<file path="config.mk">
export PLATFORM = sky130hd
export DESIGN_NAME = router_output_ctrl_flat
export DESIGN_NICKNAME = d
export VERILOG_FILES = /design/src/rtl/router_output_ctrl_pkg.sv /design/src/rtl/router_output_ctrl_if.sv /design/src/rtl/router_output_ctrl_vc_slot.sv /design/src/rtl/router_output_ctrl.sv /design/src/flat_wrapper.sv
export SDC_FILE = /design/constraint.sdc
export NUM_CORES = 1
export LEC_CHECK = 0
export CAP_MARGIN = 15
export CORE_ASPECT_RATIO = 1.4
export CORE_MARGIN = 2
export CORE_UTILIZATION = 30
export DETAILED_ROUTE_END_ITERATION = 6
export PLACE_DENSITY = 0.6
export SYNTH_ARGS = -nofsm -noshare
export SYNTH_HDL_FRONTEND = slang
export SYNTH_SLANG_ARGS = --single-unit
</file>
<file path="constraint.sdc">
create_clock -name clk -period 17.05 [get_ports clk]
set_clock_uncertainty 0.1 [all_clocks]
set_input_delay 2.5575 -clock clk [delete_from_list [all_inputs] [get_ports clk]]
set_output_delay 2.5575 -clock clk [all_outputs]
set_load 0.005 [all_outputs]
</file>
<file path="src/rtl/router_output_ctrl_pkg.sv">
// Shared NoC definitions: packet width, header field positions and VC encoding.
package router_output_ctrl_pkg;

   localparam int DATA_W  = 64;
   localparam int VC_BIT  = 63;
   localparam int DIR_BIT = 62;
   localparam int HOP_HI  = 55;
   localparam int HOP_LO  = 48;

   // Virtual channel selected by the network phase
   typedef enum logic {
      VC_EVEN = 1'b0,
      VC_ODD  = 1'b1
   } vc_e;

endpackage

</file>
<file path="src/rtl/router_output_ctrl_if.sv">
// Arbiter-write and downstream-link signals of one router output port.
interface router_output_ctrl_if #(
   parameter int DATA_W = router_output_ctrl_pkg::DATA_W
);
   logic              even_wr_en;
   logic [DATA_W-1:0] even_wr_data;
   logic              odd_wr_en;
   logic [DATA_W-1:0] odd_wr_data;
   logic              even_empty;
   logic              odd_empty;
   logic              out_send;
   logic              out_ready;
   logic [DATA_W-1:0] out_data;

   // Arbiters and the downstream buffer side
   modport master (
      output even_wr_en, even_wr_data, odd_wr_en, odd_wr_data, out_ready,
      input  even_empty, odd_empty, out_send, out_data
   );

   // Output controller side
   modport slave (
      input  even_wr_en, even_wr_data, odd_wr_en, odd_wr_data, out_ready,
      output even_empty, odd_empty, out_send, out_data
   );
endinterface

</file>
<file path="src/rtl/router_output_ctrl_vc_slot.sv">
// One-entry packet buffer for a single virtual channel.
module vc_slot
   import router_output_ctrl_pkg::*;
#(
   parameter int SLOT_W = DATA_W
) (
   input  logic              clk,
   input  logic              reset,
   input  logic              wr_en,
   input  logic [SLOT_W-1:0] wr_data,
   input  logic              clear,
   output logic [SLOT_W-1:0] data,
   output logic              full,
   output logic              empty,
   output logic              reject
);

   // Empty and reject depend only on the registered flag, never on same-cycle traffic
   assign empty  = ~full;
   assign reject = wr_en & full;

   // Load on write into an empty slot; a clear only happens while full, so a write that
   // coincides with a clear is rejected and the old packet leaves intact
   always_ff @(posedge clk or posedge reset) begin
      if (reset) begin
         data <= '0;
         full <= 1'b0;
      end else if (wr_en && !full) begin
         data <= wr_data;
         full <= 1'b1;
      end else if (clear) begin
         full <= 1'b0;
      end
   end

endmodule

</file>
<file path="src/rtl/router_output_ctrl.sv">
// Router output port: two VC slots, phase-selected link send, sent counter, overflow flag.
module router_output_ctrl #(
   parameter int DATA_W = router_output_ctrl_pkg::DATA_W,
   parameter int CNT_W  = 16
) (
   input  logic               clk,
   input  logic               reset,
   input  logic               polarity,
   router_output_ctrl_if.slave bus,
   output logic [CNT_W-1:0]   sent_count,
   output logic               overflow_err
);
   import router_output_ctrl_pkg::*;

   logic [DATA_W-1:0] even_data;
   logic [DATA_W-1:0] odd_data;
   logic              even_full;
   logic              odd_full;
   logic              even_reject;
   logic              odd_reject;
   logic              even_clear;
   logic              odd_clear;
   vc_e               link_vc;
   logic              link_full;
   logic [DATA_W-1:0] link_data;
   logic              send_now;
   logic              out_send_r;
   logic [DATA_W-1:0] out_data_r;

   // Counter increment that sticks at all-ones instead of wrapping
   function automatic logic [CNT_W-1:0] sat_inc(input logic [CNT_W-1:0] v);
      return (&v) ? v : v + 1'b1;
   endfunction

   vc_slot #(.SLOT_W(DATA_W)) u_even (
      .clk     (clk),
      .reset   (reset),
      .wr_en   (bus.even_wr_en),
      .wr_data (bus.even_wr_data),
      .clear   (even_clear),
      .data    (even_data),
      .full    (even_full),
      .empty   (bus.even_empty),
      .reject  (even_reject)
   );

   vc_slot #(.SLOT_W(DATA_W)) u_odd (
      .clk     (clk),
      .reset   (reset),
      .wr_en   (bus.odd_wr_en),
      .wr_data (bus.odd_wr_data),
      .clear   (odd_clear),
      .data    (odd_data),
      .full    (odd_full),
      .empty   (bus.odd_empty),
      .reject  (odd_reject)
   );

   // Only the slot matching the current phase may drive the link
   assign link_vc    = vc_e'(polarity);
   assign link_full  = (link_vc == VC_ODD) ? odd_full : even_full;
   assign link_data  = (link_vc == VC_ODD) ? odd_data : even_data;
   assign send_now   = link_full & bus.out_ready;
   assign even_clear = send_now & (link_vc == VC_EVEN);
   assign odd_clear  = send_now & (link_vc == VC_ODD);

   // Registered link outputs, saturating sent counter and sticky overflow flag
   always_ff @(posedge clk or posedge reset) begin
      if (reset) begin
         out_send_r   <= 1'b0;
         out_data_r   <= '0;
         sent_count   <= '0;
         overflow_err <= 1'b0;
      end else begin
         out_send_r <= send_now;
         if (send_now) begin
            out_data_r <= link_data;
            sent_count <= sat_inc(sent_count);
         end
         overflow_err <= overflow_err | even_reject | odd_reject;
      end
   end

   assign bus.out_send = out_send_r;
   assign bus.out_data = out_data_r;

endmodule
</file>
<file path="src/flat_wrapper.sv">
// flat-port wrapper written by rule: the top's interface ports become plain ports
module router_output_ctrl_flat import router_output_ctrl_pkg::*;
#(
   parameter int DATA_W = router_output_ctrl_pkg::DATA_W,
   parameter int CNT_W  = 16
)
  (clk, reset, polarity, sent_count, overflow_err, bus_even_wr_en, bus_even_wr_data, bus_odd_wr_en, bus_odd_wr_data, bus_out_ready, bus_even_empty, bus_odd_empty, bus_out_send, bus_out_data);
  router_output_ctrl_if #(.DATA_W(DATA_W)) bus_i ();
  input  logic clk;
  input  logic reset;
  input  logic polarity;
  output logic [CNT_W-1:0] sent_count;
  output logic overflow_err;
  input wire logic [$bits(bus_i.even_wr_en)-1:0] bus_even_wr_en;
  input wire logic [$bits(bus_i.even_wr_data)-1:0] bus_even_wr_data;
  input wire logic [$bits(bus_i.odd_wr_en)-1:0] bus_odd_wr_en;
  input wire logic [$bits(bus_i.odd_wr_data)-1:0] bus_odd_wr_data;
  input wire logic [$bits(bus_i.out_ready)-1:0] bus_out_ready;
  output wire logic [$bits(bus_i.even_empty)-1:0] bus_even_empty;
  output wire logic [$bits(bus_i.odd_empty)-1:0] bus_odd_empty;
  output wire logic [$bits(bus_i.out_send)-1:0] bus_out_send;
  output wire logic [$bits(bus_i.out_data)-1:0] bus_out_data;
  assign bus_i.even_wr_en = bus_even_wr_en;
  assign bus_i.even_wr_data = bus_even_wr_data;
  assign bus_i.odd_wr_en = bus_odd_wr_en;
  assign bus_i.odd_wr_data = bus_odd_wr_data;
  assign bus_i.out_ready = bus_out_ready;
  assign bus_even_empty = bus_i.even_empty;
  assign bus_odd_empty = bus_i.odd_empty;
  assign bus_out_send = bus_i.out_send;
  assign bus_out_data = bus_i.out_data;
  router_output_ctrl #(.DATA_W(DATA_W), .CNT_W(CNT_W)) u_core (.clk(clk), .reset(reset), .polarity(polarity), .bus(bus_i), .sent_count(sent_count), .overflow_err(overflow_err));
endmodule
</file>
==> run summary, run 1 <==
crit-path leading delay family: buffers and inverters
vias in the first global route: 5952
CTS tree: built
Worst setup SP type: primary input
Setup crit end kind: flop
Num Clock Sinks: 212
hold buffer count at CTS: 0
fin crit period: 4.82 ns
RR Endpoint: u_core.sent_count[6]$_DFFE_PP0P_
CTS root buf: clkbuf_16
synthesized cell area: 8620 sq um
Worst-path clk slew: 0.06 ns
class of the worst hold path: reg2reg
clock tree buffer depth: 3
Netlist cell types: 34
YS warnings: 0
ANT cells: 0
outcome: finished clean
Via Count: 5631
flop-to-flop setup slack: 14.35 ns
Max-cap violations: 0
fin nets: 988
Worst path depth: 7
Final Cycle Share: 28.3%
Initial DRC Count: 198
post-cts gate resize count: 0
largest net degree at the start of global routing: 95
total gr overflow: 0
Slowest-stage cell, CP: buf_4
buffers added on ports: 217
Die H: 205 um
# setup viols final: 0
Post-CTS Setup Bufs: 0
Final Max Slew Viols: 0
final core utilization: 42.1%
initial cell density of the core: 30.5%
setup tns final: 0 ns
critical-path cell list: buf_4 -> mux2_2 -> nand2_4 -> buf_4 -> inv_1 -> and4_1 -> a21oi_1
First-pass DRT Iterations: 6
total CTS buffers: 23
Routed Antenna Nets: 0
row count: 73
synthesis-to-layout area growth: 38.4%
Worst EP required: 17.37 ns
chip width: 147 um
beginning of the critical path: polarity
initial antenna violation count: 1
Leakage: 0.00510 uW
syn nets: 776
routed len/inst: 17.5 um
Remaining DRCs: 0
Post-Synthesis Cells: 641
Worst Path Buf+Inv: 3
syn avg cell area: 13.5 sq um
Top Ports: 218
max frequency: 0.208 GHz
Critical R2R Launch: u_core.u_even.full$_DFFE_PP0P_
post-synthesis sequential area ratio: 61.5%
Die Area: 30100 sq um
share of layout cells above drive strength 1: 20.9%
core box area: 28300 sq um
CP Class: in2reg
H-tree depth: 1
DRT Wirelength: 21.7 mm
Final Hold Viols: 0
total global-route track usage: 14.3%
first-pass GRT wire length: 33.8 mm
CP max FO: 88
Power Dens Cells: 133 nW/um^2
most used cell, CP: buf_4
drt via density: 4.53
Largest stage delay, worst path: 0.75 ns
CP endpoint: u_core.sent_count[6]$_DFFE_PP0P_
Slew @ Worst Pin: 1.04 ns
Hold Slack: 0.378 ns
Register-to-Register Path Depth: 6
Worst-Skew Late Latency: 0.50 ns
maximum vdd drop: 0.0770 mV
Worst Path Arrival: 5.14 ns
RSZ-0062 raised after global routing: false
slew margin rel.: 30.6%
most common cell after layout, fill and taps aside: clkdlybuf4s50_1
GP Congestion: 0.777
commonest cells after routing, fill and taps aside: clkdlybuf4s50_1, dfrtp_1, mux2_2
number of synthesized register bits: 212
Post-DP HPWL: 14.4 mm
==> worst min-delay path by stage <==
stage	start	to	slack, ns	cells after the start
6_report	u_core.bus.out_data[54]$_DFFE_PP0P_	u_core.bus.out_data[54]$_DFFE_PP0P_	0.38	2
5_1_grt	u_core.bus.out_data[22]$_DFFE_PP0P_	u_core.bus.out_data[22]$_DFFE_PP0P_	0.40	2
4_1_cts	u_core.bus.out_data[55]$_DFFE_PP0P_	u_core.bus.out_data[55]$_DFFE_PP0P_	0.38	2
3_5_place_dp	u_core.bus.out_data[55]$_DFFE_PP0P_	u_core.bus.out_data[55]$_DFFE_PP0P_	0.37	2
3_3_place_gp	u_core.bus.out_data[8]$_DFFE_PP0P_	u_core.bus.out_data[8]$_DFFE_PP0P_	0.36	2
2_1_floorplan	u_core.overflow_err$_DFF_PP0_	u_core.overflow_err$_DFF_PP0_	0.37	1
==> routing by layer <==
metal  track usage, %  part of all wire [%]  routed length [um]  up-vias
met1             16.1                    39                8380     2801
li1                 -                     -                   -     2662
met2             27.1                    54               11800      133
met3             2.38                   4.3                 925       33
met5                0                 0.060                  13        -
met4             4.84                   2.7                 597        2
==> report_power, final <==
part | internal, uW | switching [uW] | leakage (uW)
Clock | 308 | 195 | 0.000376
Combinational | 230 | 134 | 0.00219
Sequential | 643 | 82.3 | 0.00254
==> logic make-up after synthesis <==
family,count (synthesis),synth area share [%]
fa+ha+maj,1,0.145
buf+inv,42,2.23
simple gates,105,5.88
mux,195,24.5
flops,212,61.5
compound gates,75,4.57
xor+xnor,11,1.12
==> cell type report <==
cell class	count	area, sq um
clock buffers	35	691
inverters	6	30.0
repair buffers	223	2210
multi-input cells	387	3150
clock inverters	5	77.6
fillers	2693	16400
flip-flops and latches	212	5310
well taps	375	469
==> sequential cells by signal, indices dropped and copies added (netlist names) <==
| register | flops |
|---|---|
| u_core.bus.out_data | 64 |
| u_core.u_even.data | 64 |
| u_core.u_odd.data | 64 |
| u_core.sent_count | 16 |
| u_core.bus.out_send | 1 |
| u_core.overflow_err | 1 |
| u_core.u_even.full | 1 |
| u_core.u_odd.full | 1 |
==> tightest hold or removal path: stages, from the launching register on <==
cell,delay [ns]
dfrtp_1,0.34
nand2_1,0.04
o21ai_0,0.06
==> cells in the mapped netlist <==
library cell	n	area, sq um
a21oi_1	2	10.0
a221o_1	1	10.0
a31oi_1	4	25.0
and3_1	2	12.5
and4_1	1	8.76
buf_2	25	125
buf_4	1	7.51
clkbuf_1	10	37.5
dfrtp_1	212	5310
ha_1	1	12.5
inv_1	6	22.5
mux2_1	1	11.3
mux2_2	130	1460
mux2i_1	64	641
nand2_1	69	259
nand2_2	1	6.26
nand3_1	6	30.0
nand4_1	3	18.8
nand4_2	2	25.0
nor2_1	5	18.8
nor2_2	1	6.26
nor2b_1	2	12.5
nor3_1	4	20.0
nor3b_1	1	7.51
nor4_1	4	25.0
nor4b_1	2	17.5
nor4b_2	1	15.0
nor4b_4	1	23.8
o2111ai_1	1	8.76
o21a_1	1	7.51
o21ai_0	65	325
o31ai_1	1	7.51
xnor2_1	2	17.5
xor2_1	9	78.8
==> stage by stage <==
step	setup slack [ns]	std cells	power, uW	area (sq um)
after CTS	12.19	1243	1620	11900
final	12.23	1243	1590	11900
after detailed placement	11.69	1203	1110	11200
after floorplan	8.60	641	895	8620
after global routing	11.95	1243	1690	11900
after global placement	11.69	1203	1100	11200
Note: power is estimated with default switching activity, not from simulation.
==> inputs of run 2 (changes only) <==
- clock period: 17.05 -> 5 ns (I/O delays scaled with it)
==> run summary, run 2 (same netlist as run 1, synthesis figures left out) <==
total gr overflow: 0 (unchanged)
Die H: 205 um (unchanged)
NetSw: 1450 uW (was 411 uW)
largest net degree at the start of global routing: 108 (was 95)
Power Dens Cells: 461 nW/um^2 (was 133 nW/um^2)
setup tns final: 0 ns (unchanged)
Via Count: 5659 (was 5631)
Worst Path Buf+Inv: 2 (was 3)
internal power: 4100 uW (was 1180 uW)
Clock power frac: 33.0% (was 31.6%)
Final Max Slew Viols: 0 (unchanged)
DRT Wirelength: 21.8 mm (was 21.7 mm)
initial cell density of the core: 30.5% (unchanged)
class of the worst hold path: reg2reg (unchanged)
Largest stage delay, worst path: 0.46 ns (was 0.75 ns)
hold buffer count at CTS: 0 (unchanged)
fin nets: 991 (was 988)
# setup viols final: 0 (unchanged)
Remaining DRCs: 0 (unchanged)
chip width: 147 um (unchanged)
Slew @ Worst Pin: 1.01 ns (was 1.04 ns)
Switching Share: 26.1% (was 25.8%)
most common cell after layout, fill and taps aside: clkdlybuf4s50_1 (unchanged)
CP max FO: 81 (was 88)
Setup crit end kind: flop (unchanged)
Max-cap violations: 0 (unchanged)
CP Class: in2reg (unchanged)
total global-route track usage: 14.4% (was 14.3%)
Final Hold Viols: 0 (unchanged)
Final Cell Area: 12000 sq um (was 11900 sq um)
drt via density: 4.51 (was 4.53)
Worst-path clk slew: 0.06 ns (about the same)
First-pass DRT Iterations: 4 (was 6)
initial antenna violation count: 5 (was 1)
fin crit period: 2.50 ns
share of layout cells above drive strength 1: 21.6% (was 20.9%)
routed len/inst: 17.4 um (was 17.5 um)
Worst EP required: 5.29 ns (was 17.37 ns)
synthesis-to-layout area growth: 39.7% (was 38.4%)
CTS root buf: clkbuf_16 (unchanged)
Final Cycle Share: 50.1%
GP Congestion: 0.777 (unchanged)
core box area: 28300 sq um (unchanged)
max frequency: 0.399 GHz
Routed Antenna Nets: 0 (unchanged)
first-pass GRT wire length: 34.2 mm (was 33.8 mm)
outcome: finished clean (unchanged)
maximum vdd drop: 0.239 mV (was 0.0770 mV)
Post-CTS Setup Bufs: 0 (unchanged)
Post-DP HPWL: 14.5 mm (was 14.4 mm)
pre-CTS setup slack: 1.91 ns (was 11.69 ns)
vias in the first global route: 6051 (was 5952)
Num Clock Sinks: 212 (unchanged)
slew margin rel.: 32.8% (was 30.6%)
Post-DP Area: 11200 sq um (about the same)
buffers added on ports: 217 (unchanged)
Initial DRC Count: 167 (was 198)
CTS tree: built (unchanged)
Worst setup SP type: primary input (unchanged)
Seq pwr share: 44.5% (was 45.6%)
combinational power share: 22.5% (was 22.9%)
Slowest-stage cell, CP: buf_4 (unchanged)
Worst-Skew Late Latency: 0.51 ns (was 0.50 ns)
clock tree buffer depth: 3 (unchanged)
commonest cells after routing, fill and taps aside: clkdlybuf4s50_1, dfrtp_1, mux2_2 (unchanged)
H-tree depth: 1 (unchanged)
critical-path cell list: buf_4 -> mux2_2 -> nand2_4 -> buf_12 -> nor3_1 -> xor2_1 (was buf_4 -> mux2_2 -> nand2_4 -> buf_4 -> inv_1 -> and4_1 -> a21oi_1)
Die Area: 30100 sq um (unchanged)
RSZ-0062 raised after global routing: false (unchanged)
total CTS buffers: 24 (was 23)
Leakage: 0.00516 uW (was 0.00510 uW)
setup ws final: 2.50 ns (was 12.23 ns)
Top Ports: 218 (unchanged)
crit-path leading delay family: buffers and inverters (unchanged)
Worst Path Arrival: 2.79 ns (was 5.14 ns)
# fillers: 2713 (was 2693)
post-cts gate resize count: 0 (unchanged)
row count: 73 (unchanged)
Hold Slack: 0.374 ns (was 0.378 ns)
run 2: cell types whose count changed in the layout (fill, tap and decap cells not counted):
cell	delta
inv_8	-1
clkbuf_16	+2
inv_6	+1
buf_12	+2
clkinv_2	+4
diode_2	+5
clkbuf_1	-2
run 2: tightest hold or removal path, cell delays in order, from the launching register on:
cell     delay (ns)
dfrtp_1        0.34
nand2_1        0.04
o21ai_0        0.06
run 2: per-layer routing:
metal,global-route usage (%),wire (um),part of all wire (%),up-vias
met1,16.3,8440,39,2776
li1,-,-,-,2699
met3,2.61,988,4.5,48
met4,6.22,805,3.7,0
met5,0,0,0,-
met2,26.6,11600,53,136
run 2: worst paths after layout:
check / start / end / slack (ns) / depth (start not counted)
worst max-delay path: polarity / u_core.sent_count[5]$_DFFE_PP0P_ / 2.50 / 6
worst min-delay path: u_core.bus.out_data[20]$_DFFE_PP0P_ / u_core.bus.out_data[20]$_DFFE_PP0P_ / 0.37 / 2
worst max register to register: u_core.u_odd.full$_DFFE_PP0P_ / u_core.sent_count[5]$_DFFE_PP0P_ / 2.85 / 5
worst min register to register: u_core.bus.out_data[20]$_DFFE_PP0P_ / u_core.bus.out_data[20]$_DFFE_PP0P_ / 0.37 / 2
max in group asynchronous: reset / u_core.u_odd.data[19]$_DFFE_PP0P_ / 3.05 / 3
min in group asynchronous: reset / u_core.bus.out_data[3]$_DFFE_PP0P_ / 0.66 / 2
run 2: metrics by stage:
step           cells  utilization [%]  power, uW
6_report        1254             42.5       5550
2_1_floorplan    641                -       3050
3_3_place_gp    1205             39.6       3740
4_1_cts         1249             42.5       5660
3_5_place_dp    1205             39.6       3780
5_1_grt         1253             42.5       5870
run 2: area by class of cell:
type                       count  area, sq um  share of cell area, %
antenna                        5         12.5                  0.104
multi-input combinational    387         3150                   26.1
clock inverter                 9         98.8                  0.821
timing repair buffer         225         2250                   18.7
sequential                   212         5310                   44.0
tap                          375          469                   3.90
clock buffer                  35          733                   6.09
inverter                       6         26.3                  0.218
run 2: power by group through the flow:
stage          Combinational [uW]  Clock [uW]  Sequential, uW
6_report                     1250        1830            2470
5_1_grt                      1370        1960            2540
4_1_cts                      1280        1900            2480
3_5_place_dp                 1280           0            2500
3_3_place_gp                 1250           0            2490
2_1_floorplan                 601           0            2450
